[src/rtl/reg_writeback_if.sv]
// Bundle of the execute-result handshake, register-file write port and forwarding lookup.
interface reg_writeback_if #(
    parameter int DEPTH  = 4,
    parameter int DATA_W = 32,
    parameter int ADDR_W = 5
);
    localparam int CNT_W = $clog2(DEPTH) + 1;

    logic              in_valid;
    logic              in_ready;
    logic [ADDR_W-1:0] in_reg;
    logic [DATA_W-1:0] in_data;
    logic              stall;
    logic              RegWrite;
    logic [ADDR_W-1:0] writeReg;
    logic [DATA_W-1:0] writeData;
    logic [ADDR_W-1:0] fwd_reg;
    logic              fwd_hit;
    logic [DATA_W-1:0] fwd_data;
    logic [CNT_W-1:0]  count;

    modport slave (
        input  in_valid, in_reg, in_data, stall, fwd_reg,
        output in_ready, RegWrite, writeReg, writeData, fwd_hit, fwd_data, count
    );

    modport master (
        output in_valid, in_reg, in_data, stall, fwd_reg,
        input  in_ready, RegWrite, writeReg, writeData, fwd_hit, fwd_data, count
    );
endinterface

[src/rtl/reg_writeback.sv]
// Writeback FIFO feeding the register-file write port, with youngest-wins
// combinational forwarding over queued entries and the output stage.
module reg_writeback #(
    parameter int DEPTH  = 4,
    parameter int DATA_W = 32,
    parameter int ADDR_W = 5
) (
    input  logic            clk,
    input  logic            rst_n,
    reg_writeback_if.slave  bus
);
    localparam int PTR_W = $clog2(DEPTH);
    localparam int CNT_W = PTR_W + 1;
    localparam logic [CNT_W-1:0] DEPTH_C = CNT_W'(DEPTH);
    localparam logic [CNT_W-1:0] CNT_ONE = CNT_W'(1);
    localparam logic [PTR_W-1:0] PTR_ONE = PTR_W'(1);

    logic [ADDR_W-1:0] reg_mem_q  [DEPTH];
    logic [DATA_W-1:0] data_mem_q [DEPTH];
    logic [PTR_W-1:0]  wr_ptr_q, wr_ptr_d;
    logic [PTR_W-1:0]  rd_ptr_q, rd_ptr_d;
    logic [CNT_W-1:0]  count_q, count_d;
    logic              regwrite_q, regwrite_d;
    logic [ADDR_W-1:0] wreg_q, wreg_d;
    logic [DATA_W-1:0] wdata_q, wdata_d;

    logic              ready_s, push_s, store_s, pop_s;
    logic              fwd_hit_s, match_s;
    logic [DATA_W-1:0] fwd_data_s;
    logic [PTR_W-1:0]  idx_s;

    // Register 0 completes the handshake but is never stored.
    assign ready_s = (count_q < DEPTH_C);
    assign push_s  = bus.in_valid && ready_s;
    assign store_s = push_s && (bus.in_reg != {ADDR_W{1'b0}});
    assign pop_s   = (count_q != {CNT_W{1'b0}}) && !bus.stall;

    // Next-state for pointers, occupancy and the write-port output stage.
    always_comb begin
        wr_ptr_d   = wr_ptr_q;
        rd_ptr_d   = rd_ptr_q;
        count_d    = count_q;
        regwrite_d = 1'b0;
        wreg_d     = wreg_q;
        wdata_d    = wdata_q;
        if (store_s) begin
            wr_ptr_d = wr_ptr_q + PTR_ONE;
        end else begin
            wr_ptr_d = wr_ptr_q;
        end
        if (pop_s) begin
            rd_ptr_d   = rd_ptr_q + PTR_ONE;
            regwrite_d = 1'b1;
            wreg_d     = reg_mem_q[rd_ptr_q];
            wdata_d    = data_mem_q[rd_ptr_q];
        end else begin
            rd_ptr_d   = rd_ptr_q;
            regwrite_d = 1'b0;
        end
        case ({store_s, pop_s})
            2'b10:   count_d = count_q + CNT_ONE;
            2'b01:   count_d = count_q - CNT_ONE;
            default: count_d = count_q;
        endcase
    end

    // Entry storage; only non-zero destinations are written.
    always_ff @(posedge clk or negedge rst_n) begin
        if (!rst_n) begin
            for (int i = 0; i < DEPTH; i++) begin
                reg_mem_q[i]  <= {ADDR_W{1'b0}};
                data_mem_q[i] <= {DATA_W{1'b0}};
            end
        end else if (store_s) begin
            reg_mem_q[wr_ptr_q]  <= bus.in_reg;
            data_mem_q[wr_ptr_q] <= bus.in_data;
        end else begin
            reg_mem_q[wr_ptr_q]  <= reg_mem_q[wr_ptr_q];
            data_mem_q[wr_ptr_q] <= data_mem_q[wr_ptr_q];
        end
    end

    // Control state and registered write port.
    always_ff @(posedge clk or negedge rst_n) begin
        if (!rst_n) begin
            wr_ptr_q   <= {PTR_W{1'b0}};
            rd_ptr_q   <= {PTR_W{1'b0}};
            count_q    <= {CNT_W{1'b0}};
            regwrite_q <= 1'b0;
            wreg_q     <= {ADDR_W{1'b0}};
            wdata_q    <= {DATA_W{1'b0}};
        end else begin
            wr_ptr_q   <= wr_ptr_d;
            rd_ptr_q   <= rd_ptr_d;
            count_q    <= count_d;
            regwrite_q <= regwrite_d;
            wreg_q     <= wreg_d;
            wdata_q    <= wdata_d;
        end
    end

    // Forwarding: output stage is oldest, then FIFO entries oldest to newest, so later matches win.
    always_comb begin
        fwd_hit_s  = 1'b0;
        fwd_data_s = {DATA_W{1'b0}};
        idx_s      = rd_ptr_q;
        match_s    = 1'b0;
        if (regwrite_q && (wreg_q == bus.fwd_reg)) begin
            fwd_hit_s  = 1'b1;
            fwd_data_s = wdata_q;
        end else begin
            fwd_hit_s  = 1'b0;
            fwd_data_s = {DATA_W{1'b0}};
        end
        for (int i = 0; i < DEPTH; i++) begin
            idx_s   = rd_ptr_q + PTR_W'(i);
            match_s = (CNT_W'(i) < count_q) && (reg_mem_q[idx_s] == bus.fwd_reg);
            if (match_s) begin
                fwd_hit_s  = 1'b1;
                fwd_data_s = data_mem_q[idx_s];
            end else begin
                fwd_hit_s  = fwd_hit_s;
                fwd_data_s = fwd_data_s;
            end
        end
        if (bus.fwd_reg == {ADDR_W{1'b0}}) begin
            fwd_hit_s  = 1'b0;
            fwd_data_s = {DATA_W{1'b0}};
        end else begin
            fwd_hit_s  = fwd_hit_s;
            fwd_data_s = fwd_data_s;
        end
    end

    assign bus.in_ready  = ready_s;
    assign bus.RegWrite  = regwrite_q;
    assign bus.writeReg  = wreg_q;
    assign bus.writeData = wdata_q;
    assign bus.fwd_hit   = fwd_hit_s;
    assign bus.fwd_data  = fwd_data_s;
    assign bus.count     = count_q;
endmodule

[src/flat_wrapper.sv]
// flat-port wrapper written by rule: the top's interface ports become plain ports
module reg_writeback_flat 
#(
    parameter int DEPTH  = 4,
    parameter int DATA_W = 32,
    parameter int ADDR_W = 5
)
  (clk, rst_n, bus_in_valid, bus_in_reg, bus_in_data, bus_stall, bus_fwd_reg, bus_in_ready, bus_RegWrite, bus_writeReg, bus_writeData, bus_fwd_hit, bus_fwd_data, bus_count);
  reg_writeback_if #(.DEPTH(DEPTH), .DATA_W(DATA_W), .ADDR_W(ADDR_W)) bus_i ();
  input  logic clk;
  input  logic rst_n;
  input wire logic [$bits(bus_i.in_valid)-1:0] bus_in_valid;
  input wire logic [$bits(bus_i.in_reg)-1:0] bus_in_reg;
  input wire logic [$bits(bus_i.in_data)-1:0] bus_in_data;
  input wire logic [$bits(bus_i.stall)-1:0] bus_stall;
  input wire logic [$bits(bus_i.fwd_reg)-1:0] bus_fwd_reg;
  output wire logic [$bits(bus_i.in_ready)-1:0] bus_in_ready;
  output wire logic [$bits(bus_i.RegWrite)-1:0] bus_RegWrite;
  output wire logic [$bits(bus_i.writeReg)-1:0] bus_writeReg;
  output wire logic [$bits(bus_i.writeData)-1:0] bus_writeData;
  output wire logic [$bits(bus_i.fwd_hit)-1:0] bus_fwd_hit;
  output wire logic [$bits(bus_i.fwd_data)-1:0] bus_fwd_data;
  output wire logic [$bits(bus_i.count)-1:0] bus_count;
  assign bus_i.in_valid = bus_in_valid;
  assign bus_i.in_reg = bus_in_reg;
  assign bus_i.in_data = bus_in_data;
  assign bus_i.stall = bus_stall;
  assign bus_i.fwd_reg = bus_fwd_reg;
  assign bus_in_ready = bus_i.in_ready;
  assign bus_RegWrite = bus_i.RegWrite;
  assign bus_writeReg = bus_i.writeReg;
  assign bus_writeData = bus_i.writeData;
  assign bus_fwd_hit = bus_i.fwd_hit;
  assign bus_fwd_data = bus_i.fwd_data;
  assign bus_count = bus_i.count;
  reg_writeback #(.DEPTH(DEPTH), .DATA_W(DATA_W), .ADDR_W(ADDR_W)) u_core (.clk(clk), .rst_n(rst_n), .bus(bus_i));
endmodule
[config.mk]
export PLATFORM = sky130hd
export DESIGN_NAME = reg_writeback_flat
export DESIGN_NICKNAME = d
export VERILOG_FILES = /design/src/rtl/reg_writeback_if.sv /design/src/rtl/reg_writeback.sv /design/src/flat_wrapper.sv
export SDC_FILE = /design/constraint.sdc
export NUM_CORES = 1
export LEC_CHECK = 0
export ABC_AREA = 1
export CELL_PAD_IN_SITES_DETAIL_PLACEMENT = 0
export CELL_PAD_IN_SITES_GLOBAL_PLACEMENT = 1
export CORE_MARGIN = 1.5
export CORE_UTILIZATION = 42
export DETAILED_ROUTE_END_ITERATION = 8
export MAX_ROUTING_LAYER = met4
export PLACE_DENSITY_LB_ADDON = 0.1
export RECOVER_POWER = 100
export SYNTH_ARGS = -nofsm -noshare
export SYNTH_HDL_FRONTEND = slang
export SYNTH_SLANG_ARGS = --single-unit
export TNS_END_PERCENT = 5
[constraint.sdc]
create_clock -name clk -period 3.1 [get_ports clk]
set_clock_uncertainty 0.1 [all_clocks]
set_input_delay 0.62 -clock clk [delete_from_list [all_inputs] [get_ports clk]]
set_output_delay 0.62 -clock clk [all_outputs]
set_load 0.02 [all_outputs]
==> reports/qor.tcl, run 1 <==
set qor(run_status) {complete, but fails checks}
set qor(failing_checks) {max-capacitance violations, max-slew violations, negative setup slack}
set qor(drv.max_cap_violation_count) 2
set qor(power.combinational.fraction_pct) 70.6
set qor(synth_top_area_share_pct) 35.18
set qor(synth-warning-count) 0
set qor(buffer_ports.inserted) 120
set qor(xor_xnor_share_of_the_synthesized_area_pct) 0.8841
set qor(drt-vias-per-instance) 5.314
set qor(floorplan.die.height_um) 183.8
set qor(synth_area_per_cell_sq_um) 6.289
set qor(wirelength_met1_mm) 27.10
set qor(totalNegativeSetupSlack_ns) -13.55
set qor(synth_top_family_by_area) {simple AND/OR/NAND/NOR gates}
set qor(areaGrowthSynthToFinish_pct) 29.22
set qor(critical_path_required_ns) 2.38
set qor(cts_tree) {built}
set qor(layout_min_cycle_time_ns) 3.558
set qor(power.share.clock_pct) 9.7
set qor(ys_types) 31
set qor(postLayoutCellArea_sq_um) 17740
set qor(drt_iter0_markers) 1923
set qor(wp_data_arrival_ns) 2.84
set qor(antenna_cells) 0
set qor(cts_made_buffers) 17
set qor(timing.setup.critical_path_class) {flop to output pin}
set qor(topRoutingLayerUsed) {met4}
set qor(dpl-instance-area_sq_um) 16590
set qor(clock_latency_ns) 0.46
set qor(worst_setup_hold_path_clk_slew_ns) 0.08
set qor(slew-limit-headroom_pct) -12.49
set qor(timing.critical_path.to_type) {output pin}
set qor(floorplan.initialDensity_pct) 42.41
set qor(design.die.area_sq_um) 33780
set qor(finish.cell_count_without_fillers) 2823
set qor(power_per_cell_area_nw_per_um2) 1356
set qor(detailed_place_hpwl_mm) 35.60
set qor(max_slew.worst_pin.slew_ns) 1.687
set qor(globalplace.congestion) 0.8805
set qor(post_drt_wl_per_cell_um) 17.95
set qor(wl_met2_mm) 18.18
set qor(power_leakage_nw) 8.368
set qor(synth_largest_area_cell) {sky130_fd_sc_hd__dfrtp_1}
set qor(synth_compound_area_share_pct) 24.60
set qor(wl_met3_mm) 5.056
set qor(clockBufferDepth) 2
set qor(fin_total_pwr_mw) 24.05
set qor(synth_seq_area_share_pct) 35.18
set qor(clkSinkCount) 193
set qor(h-tree-depth) 4
set qor(route.detailed.drc) 0
set qor(timing.final.ws_setup_ns) -0.4580
set qor(synth.mux.area_fraction_pct) 1.312
set qor(post_synth_and_or_nand_nor_area_fraction_pct) 28.55
set qor(critPathLaunchType) {flop}
set qor(initial_antenna_violation_count) 0
set qor(drtPass1Iterations) 6
set qor(final_antenna_net_count) 0
set qor(netlist_top_cells_area) {sky130_fd_sc_hd__dfrtp_1, sky130_fd_sc_hd__o21ai_0, sky130_fd_sc_hd__nand2_1}
set qor(floorplan.core_area_sq_um) 32370
set qor(synth_cells) 2183
set qor(grt_max_degree) 127
set qor(crit_path_max_fanout) 63
set qor(grt_pass1_vias) 12830
set qor(die_width_um) 183.8
set qor(drt_wl_total_mm) 50.69
set qor(post_synth_design_cell_area_sq_um) 13730
set qor(power.internal_mw) 11.36
set qor(power.share.switching_pct) 52.78
set qor(final-max-slew-violation-count) 61
set qor(finalHoldViolations) 0
set qor(fraction_of_layout_cells_with_a_size_suffix_above_1_pct) 15.92
set qor(ctsRootBufferMaster) {sky130_fd_sc_hd__clkbuf_16}
set qor(grt_overflow_total) 0
set qor(cts_hold_repair.buffers) 0
set qor(max-vdd-ir-drop_mv) 1.397
set qor(total_switching_power_mw) 12.69
set qor(syn-num-nets) 2238
set qor(register_share_of_total_power_pct) 19.7
set qor(global_route_wire_length_before_repair_mm) 76.89
set qor(rsz0062_at_grt) {true}
set qor(report.final.setup_viol) 34
set qor(yosys.area_share.adder_pct) 0.8203
set qor(fin_nets) 2423
set qor(period_share_pct) 114.8
set qor(holdWs_ns) 0.3878
set qor(ios) 121
set qor(post-place-ws_ns) -0.7424
set qor(holdCritPathClass) {flop to flop}
set qor(final_core_util_pct) 54.80
set qor(rows) 66
set qor(synth-seq-cells) 193
set qor(grt.total_usage_pct) 30.66
set qor(detailroute.via_count) 15000
set qor(max_freq_mhz) 281.1
set qor(number_of_placed_instances_taps_included) 2777
==> logic make-up (layout without fill, tap and decap cells) <==
group,count (synthesis),in the layout
adders and majority gates,9,9
AOI/OAI and AO/OA,649,649
DFF,193,193
and+or+nand+nor,999,999
buffers and inverters,302,500
muxes,18,18
xor gates and xnor gates,13,13
==> cells in the final DEF (no fill, tap or decap), types with 4 or more instances in the layout <==
master                              n
sky130_fd_sc_hd__a221oi_1          19
sky130_fd_sc_hd__clkinv_8           4
sky130_fd_sc_hd__buf_6             15
sky130_fd_sc_hd__clkbuf_16         23
sky130_fd_sc_hd__o21ai_2            4
sky130_fd_sc_hd__nand3_4            6
sky130_fd_sc_hd__a21oi_2           27
sky130_fd_sc_hd__clkdlybuf4s50_1   43
sky130_fd_sc_hd__mux2i_1           18
sky130_fd_sc_hd__ha_1               9
sky130_fd_sc_hd__a211oi_1          20
sky130_fd_sc_hd__inv_1            122
sky130_fd_sc_hd__xor2_1             7
sky130_fd_sc_hd__buf_4            196
sky130_fd_sc_hd__inv_2              5
sky130_fd_sc_hd__dfrtp_1          190
sky130_fd_sc_hd__o21ai_0          525
sky130_fd_sc_hd__inv_6              4
sky130_fd_sc_hd__buf_12            17
sky130_fd_sc_hd__clkinv_4           4
sky130_fd_sc_hd__nand2_2           24
sky130_fd_sc_hd__nand2_1          666
sky130_fd_sc_hd__nand3_2           12
sky130_fd_sc_hd__nor2_1           189
sky130_fd_sc_hd__dlygate4sd3_1     43
sky130_fd_sc_hd__clkbuf_1           5
sky130_fd_sc_hd__o21ai_1           17
sky130_fd_sc_hd__a21oi_1           30
sky130_fd_sc_hd__clkbuf_2           7
sky130_fd_sc_hd__nor2_2             5
sky130_fd_sc_hd__nand3_1           85
==> synthesized netlist by cell type <==
cell and number:
sky130_fd_sc_hd__nor2_2 3, sky130_fd_sc_hd__a22oi_1 1, sky130_fd_sc_hd__buf_4 1, sky130_fd_sc_hd__o21ai_0 542, sky130_fd_sc_hd__a21oi_1 59, sky130_fd_sc_hd__dfrtp_1 193, sky130_fd_sc_hd__xor2_1 9, sky130_fd_sc_hd__xor2_2 1
sky130_fd_sc_hd__clkinv_1 1, sky130_fd_sc_hd__inv_2 4, sky130_fd_sc_hd__and3_1 1, sky130_fd_sc_hd__o22ai_1 2, sky130_fd_sc_hd__buf_1 15, sky130_fd_sc_hd__nand3_2 2, sky130_fd_sc_hd__nand4_1 3, sky130_fd_sc_hd__nor3_1 3
sky130_fd_sc_hd__nor3_2 1, sky130_fd_sc_hd__buf_2 41, sky130_fd_sc_hd__a221oi_1 19, sky130_fd_sc_hd__nand3_1 101, sky130_fd_sc_hd__xnor2_1 3, sky130_fd_sc_hd__nor2_1 194, sky130_fd_sc_hd__ha_1 9, sky130_fd_sc_hd__mux2i_1 18
sky130_fd_sc_hd__a211oi_1 20, sky130_fd_sc_hd__clkbuf_1 114, sky130_fd_sc_hd__inv_1 126, sky130_fd_sc_hd__o21ai_1 5, sky130_fd_sc_hd__o21a_1 1, sky130_fd_sc_hd__nand2_1 690, sky130_fd_sc_hd__or2_2 1
==> per-layer routing <==
| layer | up-vias | global-route usage, % |
|---|---|---|
| met2 | 602 | 35.18 |
| met4 | 0 | 4.984 |
| met5 | - | - |
| met1 | 6845 | 52.34 |
| li1 | 7529 | - |
| met3 | 25 | 6.082 |
==> critical path, cell delays in order (launching register included) <==
cell and delay [ns]:
sky130_fd_sc_hd__dfrtp_4 0.54, sky130_fd_sc_hd__buf_12 0.17, sky130_fd_sc_hd__xnor2_4 0.14, sky130_fd_sc_hd__buf_6 0.14, sky130_fd_sc_hd__buf_8 0.11, sky130_fd_sc_hd__buf_4 0.14
sky130_fd_sc_hd__buf_16 0.18, sky130_fd_sc_hd__o21ai_0 0.33, sky130_fd_sc_hd__nor2_1 0.08, sky130_fd_sc_hd__nor2_1 0.12, sky130_fd_sc_hd__nand2_2 0.08, sky130_fd_sc_hd__a21oi_2 0.17
sky130_fd_sc_hd__buf_6 0.14
==> path summary, 6_finish.rpt <==
kind,cells past startpoint,slack [ns],end,start
setup reg to reg,8,0.24,u_core.bus.writeReg[1]$_DFFE_PN0P_,u_core.bus.count[0]$_DFFE_PN0P_
min in group asynchronous,1,0.47,u_core.bus.count[1]$_DFFE_PN0P_,rst_n
max in group asynchronous,2,0.37,u_core.data_mem_q[71]$_DFFE_PN0P_,rst_n
setup / recovery,12,-0.46,bus_fwd_data[6],u_core.rd_ptr_q[0]$_DFFE_PN0P_
hold / removal,2,0.39,u_core.data_mem_q[83]$_DFFE_PN0P_,u_core.data_mem_q[83]$_DFFE_PN0P_
hold reg to reg,2,0.39,u_core.data_mem_q[83]$_DFFE_PN0P_,u_core.data_mem_q[83]$_DFFE_PN0P_
==> cell type report <==
| type | count | area (sq um) |
|---|---|---|
| Clock inverter | 14 | 172.7 |
| Tap cell | 442 | 553.0 |
| Multi-Input combinational cell | 1688 | 8107 |
| Inverter | 131 | 500.5 |
| Sequential cell | 193 | 4836 |
| Timing Repair Buffer | 337 | 3132 |
| Fill cell | 3223 | 14630 |
| Clock buffer | 18 | 439.2 |
==> registers in the layout (all words and copies together), names as in the netlist <==
register and count:
u_core.data_mem_q 128, u_core.bus.writeData 32, u_core.reg_mem_q 20, u_core.bus.writeReg 5, u_core.bus.count 3, u_core.rd_ptr_q 2
u_core.wr_ptr_q 2, u_core.bus.RegWrite 1
==> power by group through the flow <==
stage	Combinational, mW	Clock, mW	Sequential, mW
2_1_floorplan	8.77	0	4.71
3_3_place_gp	15.5	0	4.69
5_1_grt	18.8	2.45	4.87
4_1_cts	16.0	2.37	4.67
3_5_place_dp	15.7	0	4.72
6_report	17.0	2.33	4.73
==> what timing repair did <==
action / CTS / global route
cloned: 2 / 7
resized for setup: 216 / 83
pin swaps: 13 / 20
setup endpoints to repair: 33 / 33
setup buffers: 4 / 4
No activity file was read; power rests on OpenSTA's default activity.
==> inputs of run 2 (changes only) <==
CORE_MARGIN = unset   (was 1.5)
==> reports/qor.tcl, run 2 (synthesized netlist as in run 1, its figures left out) <==
set qor(run_status) {complete, but fails checks}
set qor(failing_checks) {max-capacitance violations, max-slew violations, negative setup slack}
set qor(postLayoutCellArea_sq_um) 18090
set qor(timing.critical_path.to_type) {output pin}
set qor(grt_max_degree) 93
set qor(detailroute.via_count) 15160
set qor(worst_r2r_endpoint) {u_core.bus.writeReg[1]$_DFFE_PN0P_}
set qor(r2r_setup_slack_ns) 0.16
set qor(power.internal_mw) 11.37
set qor(detailed_place_hpwl_mm) 36.69
set qor(grt.total_usage_pct) 31.30
set qor(power.share.switching_pct) 52.53
set qor(antenna_cells) 0
set qor(power.combinational.fraction_pct) 70.3
set qor(drtPass1Iterations) 6
set qor(floorplan.initialDensity_pct) 43.06
set qor(rsz0062_at_grt) {true}
set qor(areaGrowthSynthToFinish_pct) 31.76
set qor(power.share.clock_pct) 9.2
set qor(largest_register_ff_count) 128
set qor(ctsRootBufferMaster) {sky130_fd_sc_hd__clkbuf_16}
set qor(number_of_placed_instances_taps_included) 2767
set qor(clkSinkCount) 193
set qor(worst_setup_hold_path_clk_slew_ns) 0.08
set qor(grt_pass1_vias) 13070
set qor(drt_wl_total_mm) 50.71
set qor(power_per_cell_area_nw_per_um2) 1324
set qor(clockBufferDepth) 2
set qor(slew-limit-headroom_pct) -10.72
set qor(cts_made_buffers) 17
set qor(post_drt_wl_per_cell_um) 17.92
set qor(rr_worst_depth) 8
set qor(clock_latency_ns) 0.46
set qor(final-max-slew-violation-count) 60
set qor(most_frequent_cells_in_the_layout) {sky130_fd_sc_hd__nand2_1, sky130_fd_sc_hd__o21ai_0, sky130_fd_sc_hd__buf_4}
set qor(total_switching_power_mw) 12.58
set qor(floorplan.die.height_um) 182.8
set qor(buffer_ports.inserted) 120
set qor(initial_antenna_violation_count) 0
set qor(global_route_wire_length_before_repair_mm) 77.80
set qor(finish.cell_count_without_fillers) 2830
set qor(wp_data_arrival_ns) 2.92
set qor(final_antenna_net_count) 0
set qor(post-place-ws_ns) -0.8486
set qor(ios) 121
set qor(period_share_pct) 117.5
set qor(max-vdd-ir-drop_mv) 0.9882
set qor(worst_setup_path_startpoint) {u_core.rd_ptr_q[0]$_DFFE_PN0P_}
set qor(grt_overflow_total) 0
set qor(die_width_um) 182.8
set qor(max_slew.worst_pin.slew_ns) 1.661
set qor(cp-endpoint) {bus_fwd_data[15]}
set qor(power_leakage_nw) 8.547
set qor(design.die.area_sq_um) 33410
set qor(max_freq_mhz) 274.6
set qor(fraction_of_layout_cells_with_a_size_suffix_above_1_pct) 17.12
set qor(r2r_start) {u_core.bus.count[0]$_DFFE_PN0P_}
set qor(critical_path_required_ns) 2.38
set qor(crit_path_max_fanout) 14
set qor(globalplace.congestion) 0.9155
set qor(largest_register) {u_core.data_mem_q}
set qor(fin_nets) 2437
set qor(holdCritPathClass) {flop to flop}
set qor(drt-vias-per-instance) 5.357
set qor(drt_iter0_markers) 1764
set qor(route.detailed.drc) 0
set qor(totalNegativeSetupSlack_ns) -16.03
set qor(report.final.setup_viol) 33
set qor(h-tree-depth) 4
set qor(drv.max_cap_violation_count) 1
set qor(timing.setup.critical_path_class) {flop to output pin}
set qor(rows) 65
set qor(layout_min_cycle_time_ns) 3.642
set qor(cts_tree) {built}
set qor(layout_commonest_cell) {sky130_fd_sc_hd__nand2_1}
set qor(timing.final.ws_setup_ns) -0.5416
set qor(register_share_of_total_power_pct) 20.5
set qor(dpl-instance-area_sq_um) 16610
set qor(critPathLaunchType) {flop}
set qor(floorplan.core_area_sq_um) 31880
set qor(finalHoldViolations) 0
==> run 2: how the worst min path moves through the flow <==
stage / start / end / depth (start not counted)
finish: u_core.data_mem_q[5]$_DFFE_PN0P_ / u_core.data_mem_q[5]$_DFFE_PN0P_ / 2
global route: u_core.data_mem_q[85]$_DFFE_PN0P_ / u_core.data_mem_q[85]$_DFFE_PN0P_ / 2
CTS: rst_n / u_core.bus.count[2]$_DFFE_PN0P_ / 1
detailed placement: u_core.data_mem_q[5]$_DFFE_PN0P_ / u_core.data_mem_q[5]$_DFFE_PN0P_ / 2
global placement: u_core.data_mem_q[81]$_DFFE_PN0P_ / u_core.data_mem_q[81]$_DFFE_PN0P_ / 2
floorplan: rst_n / u_core.bus.RegWrite$_DFF_PN0_ / 0
==> run 2: critical path, stage by stage (launching register included) <==
cell                        delay (ns)
sky130_fd_sc_hd__dfrtp_4          0.59
sky130_fd_sc_hd__inv_8            0.12
sky130_fd_sc_hd__nand2_1          0.11
sky130_fd_sc_hd__nand3_4          0.13
sky130_fd_sc_hd__buf_4            0.12
sky130_fd_sc_hd__nand3_1          0.06
sky130_fd_sc_hd__nand2_1          0.08
sky130_fd_sc_hd__nand2_1          0.09
sky130_fd_sc_hd__nor2_4           0.24
sky130_fd_sc_hd__buf_12           0.15
sky130_fd_sc_hd__clkbuf_16        0.16
sky130_fd_sc_hd__nand3_1          0.07
sky130_fd_sc_hd__nand3_1          0.14
sky130_fd_sc_hd__nand2_1          0.08
sky130_fd_sc_hd__a21oi_2          0.16
sky130_fd_sc_hd__buf_4            0.16
==> run 2: repair_timing <==
item	4_1_cts	5_1_grt
buffers inserted	3	19
gates cloned	6	5
hold buffers	0	0
endpoints found under the hold margin	0	0
pin swaps	10	33
gates resized for setup	221	116
endpoints found under the setup margin	33	33
==> run 2: metrics by stage <==
stage / util, % / hold slack [ns] / power (mW)
floorplan: - / 0.2244 / 13.48
global placement: 52.10 / 0.3674 / 19.90
detailed placement: 52.10 / 0.3741 / 20.15
CTS: 54.90 / 0.03841 / 22.80
global route: 56.74 / 0.4102 / 25.92
finish: 56.74 / 0.3870 / 23.95
==> run 2: power by group through the flow <==
stage                     clock network, mW  registers, mW  logic [mW]
final                                  2.20           4.90        16.8
after global routing                   2.34           5.04        18.5
after CTS                              2.25           4.81        15.7
after detailed placement                  0           4.84        15.3
after global placement                    0           4.79        15.1
after floorplan                           0           4.71        8.77
==> run 2: metal layers <==
layer / vias up / GRT usage, % / wire length [um]
met1: 6905 / 51.90 / 26730
li1: 7569 / - / -
met5: - / - / 0
met2: 649 / 36.46 / 18370
met3: 38 / 7.268 / 4941
met4: 0 / 6.267 / 660
==> run 2: cell type report <==
type / instances / area [sq um]
Sequential cell: 193 / 4836
Tap cell: 435 / 544.3
Timing Repair Buffer: 350 / 3418
Inverter: 131 / 506.7
Clock buffer: 19 / 442.9
Fill cell: 3184 / 13790
Multi-Input combinational cell: 1689 / 8199
Clock inverter: 13 / 141.4
==> variant (flow settings as in run 2) <==
`ADDR_W` is set to 5 in 3 places; all go to 6.
--- a/src/rtl/reg_writeback_if.sv
+++ b/src/rtl/reg_writeback_if.sv
@@ -3,5 +3,5 @@
     parameter int DEPTH  = 4,
     parameter int DATA_W = 32,
-    parameter int ADDR_W = 5
+    parameter int ADDR_W = 6
 );
     localparam int CNT_W = $clog2(DEPTH) + 1;
--- a/src/rtl/reg_writeback.sv
+++ b/src/rtl/reg_writeback.sv
@@ -4,5 +4,5 @@
     parameter int DEPTH  = 4,
     parameter int DATA_W = 32,
-    parameter int ADDR_W = 5
+    parameter int ADDR_W = 6
 ) (
     input  logic            clk,
--- a/src/flat_wrapper.sv
+++ b/src/flat_wrapper.sv
@@ -4,5 +4,5 @@
     parameter int DEPTH  = 4,
     parameter int DATA_W = 32,
-    parameter int ADDR_W = 5
+    parameter int ADDR_W = 6
 )
   (clk, rst_n, bus_in_valid, bus_in_reg, bus_in_data, bus_stall, bus_fwd_reg, bus_in_ready, bus_RegWrite, bus_writeReg, bus_writeData, bus_fwd_hit, bus_fwd_data, bus_count);
Ports: changed (resized bus_fwd_reg, bus_in_reg and bus_writeReg); port bits go from 121 to 124. No check against the original RTL was run, so the function may have changed too.
==> variant against run 2 <==
  * The flow still finishes with violations (max-capacitance violations, max-slew violations, negative setup slack)
  * Via count increased by 3.8%
  * Worst setup slack improved by 0.012 ns
  * Sequential cell count increased by 5
  * Clock power is 5% higher
  * Design area up 1.7%
  * Routed wire length increased by 3.5%
  * Die area up 3.4%
  * Total power down 2.8%
  * Register-to-register slack improved by 0.11 ns
  * Area after synthesis up 3.5%
  * First-iteration DRC count down 5.8%
  * Count of clock-buffer cells in the layout decreased by 2
  * Largest power group unchanged
==> variant: results (changes against run 2) <==
HPWL Detailed: 37500 um (+2.2%)
Routability cong.: 0.895 (-2.3%)
Met3 Routed Length: 5070 um (+2.6%)
Layout cell share with drive strength beyond 1: 0.164 (-0.00753)
Vias post-DR: 15700 (+3.8%)
Syn Std Cell Area: 14200 um^2 (+3.5%)
Setup_tns: -16.24 ns (-0.207 ns)
Distinct cells, synth: 37 (+19%)
Final worst setup slack: -0.530 ns (+0.0118 ns)
IO buf count: 123 (+2.5%)
Slowest stage delay, CP: 0.57 ns (-0.02 ns)
WL final: 52500 um (+3.5%)
Routed len/inst: 17.9 um (-0.20%)
Max_slew headroom: -0.193 (-0.0860)
Grt met3 use: 0.0718 (-0.000871)
Fillers: 3316 (+4.1%)
Wire length on met1: 27700 um (+3.7%)
Leakage: 8.85 nW (+3.5%)
Max Cap Violations: 1 (unchanged)
# setup viols final: 33 (unchanged)
Nets: 2537 (+4.1%)
Status: complete, but fails checks
Post-Syn Nets: 2356 (+5.3%)
Met2 routed wirelength: 19400 um (+5.6%)
Critical Path AT: 2.91 ns (about the same)
Synth Area in XOR/XNOR: 0.00493 (-0.00391)
Largest net degree at the start of global routing: 116 (+25%)
Post-Place Worst Slack: -0.836 ns (+0.0124 ns)
Post-CTS setup buffers: 11 (+8)
Max IR drop VDD: 776 uV (-22%)
CTS resizes: 274 (+24%)
Slew Viols, Final: 68 (+13%)
DP Area: 16900 um^2 (+1.7%)
Overall routing resource usage: 0.314 (+0.00133)
Violated checks: max-capacitance violations, max-slew violations, negative setup slack
Global Route met1 Usage: 0.522 (+0.00279)
Worst Hold Margin: 0.390 ns (+0.00289 ns)
Vias in the first global route: 13400 (+2.6%)
Util after Layout: 0.560 (-0.00785)
Sequential fraction of the synthesis area: 0.349 (-0.00297)
Largest cells by area after synthesis: dfrtp_1, nand2_1, o21ai_0
Cells after Synth: 2299 (+5.3%)
Post-synthesis compound-gate area fraction: 0.231 (-0.0154)
Fraction of the mapped netlist area in adder cells: 0.00793 (-0.000275)
Placed cells: 2879 (+4.0%)
variant: cell count changes after synthesis, sizes merged, moves of 4 or more:
cell	delta
a211oi	-20
a21oi	+35
a221oi	-19
dfrtp	+5
inv	+7
mux2i	-13
nand2	+128
nand3	+41
nor2	-52
xor2	-4
variant: cell type report:
| cell class | instances | share of cell area |
|---|---|---|
| clock buffer | 17 | 0.0231 |
| clock inverter | 15 | 0.00953 |
| multi-input combinational | 1791 | 0.460 |
| sequential | 198 | 0.270 |
| inverter | 139 | 0.0291 |
| timing repair buffer | 333 | 0.179 |
| tap | 442 | 0.0301 |
variant: power breakdown:
part           internal [mW]  switching (mW)
registers               3.89            1.32
logic                   5.84            9.91
clock network           1.10            1.22
variant: cells by family after synthesis:
| logic type | after synthesis |
|---|---|
| mux | 5 |
| compound gates | 649 |
| simple gates | 1119 |
| fa+ha+maj | 9 |
| flops | 198 |
| buf+inv | 311 |
| xor+xnor | 8 |
variant: path summary, 6_finish.rpt:
path / from / endpoint / cells past startpoint
setup / recovery: u_core.rd_ptr_q[0]$_DFFE_PN0P_ / bus_fwd_data[19] / 15
hold / removal: u_core.data_mem_q[33]$_DFFE_PN0P_ / u_core.data_mem_q[33]$_DFFE_PN0P_ / 2
setup reg to reg: u_core.wr_ptr_q[0]$_DFFE_PN0P_ / u_core.data_mem_q[28]$_DFFE_PN0P_ / 5
hold reg to reg: u_core.data_mem_q[33]$_DFFE_PN0P_ / u_core.data_mem_q[33]$_DFFE_PN0P_ / 2
max in group asynchronous: rst_n / u_core.data_mem_q[110]$_DFFE_PN0P_ / 2
min in group asynchronous: rst_n / u_core.bus.count[0]$_DFFE_PN0P_ / 1
variant: tightest hold or removal path, cell delays in order, from the launching register on:
cell,delay [ns]
dfrtp_1,0.35
nand2_1,0.05
o21ai_0,0.06
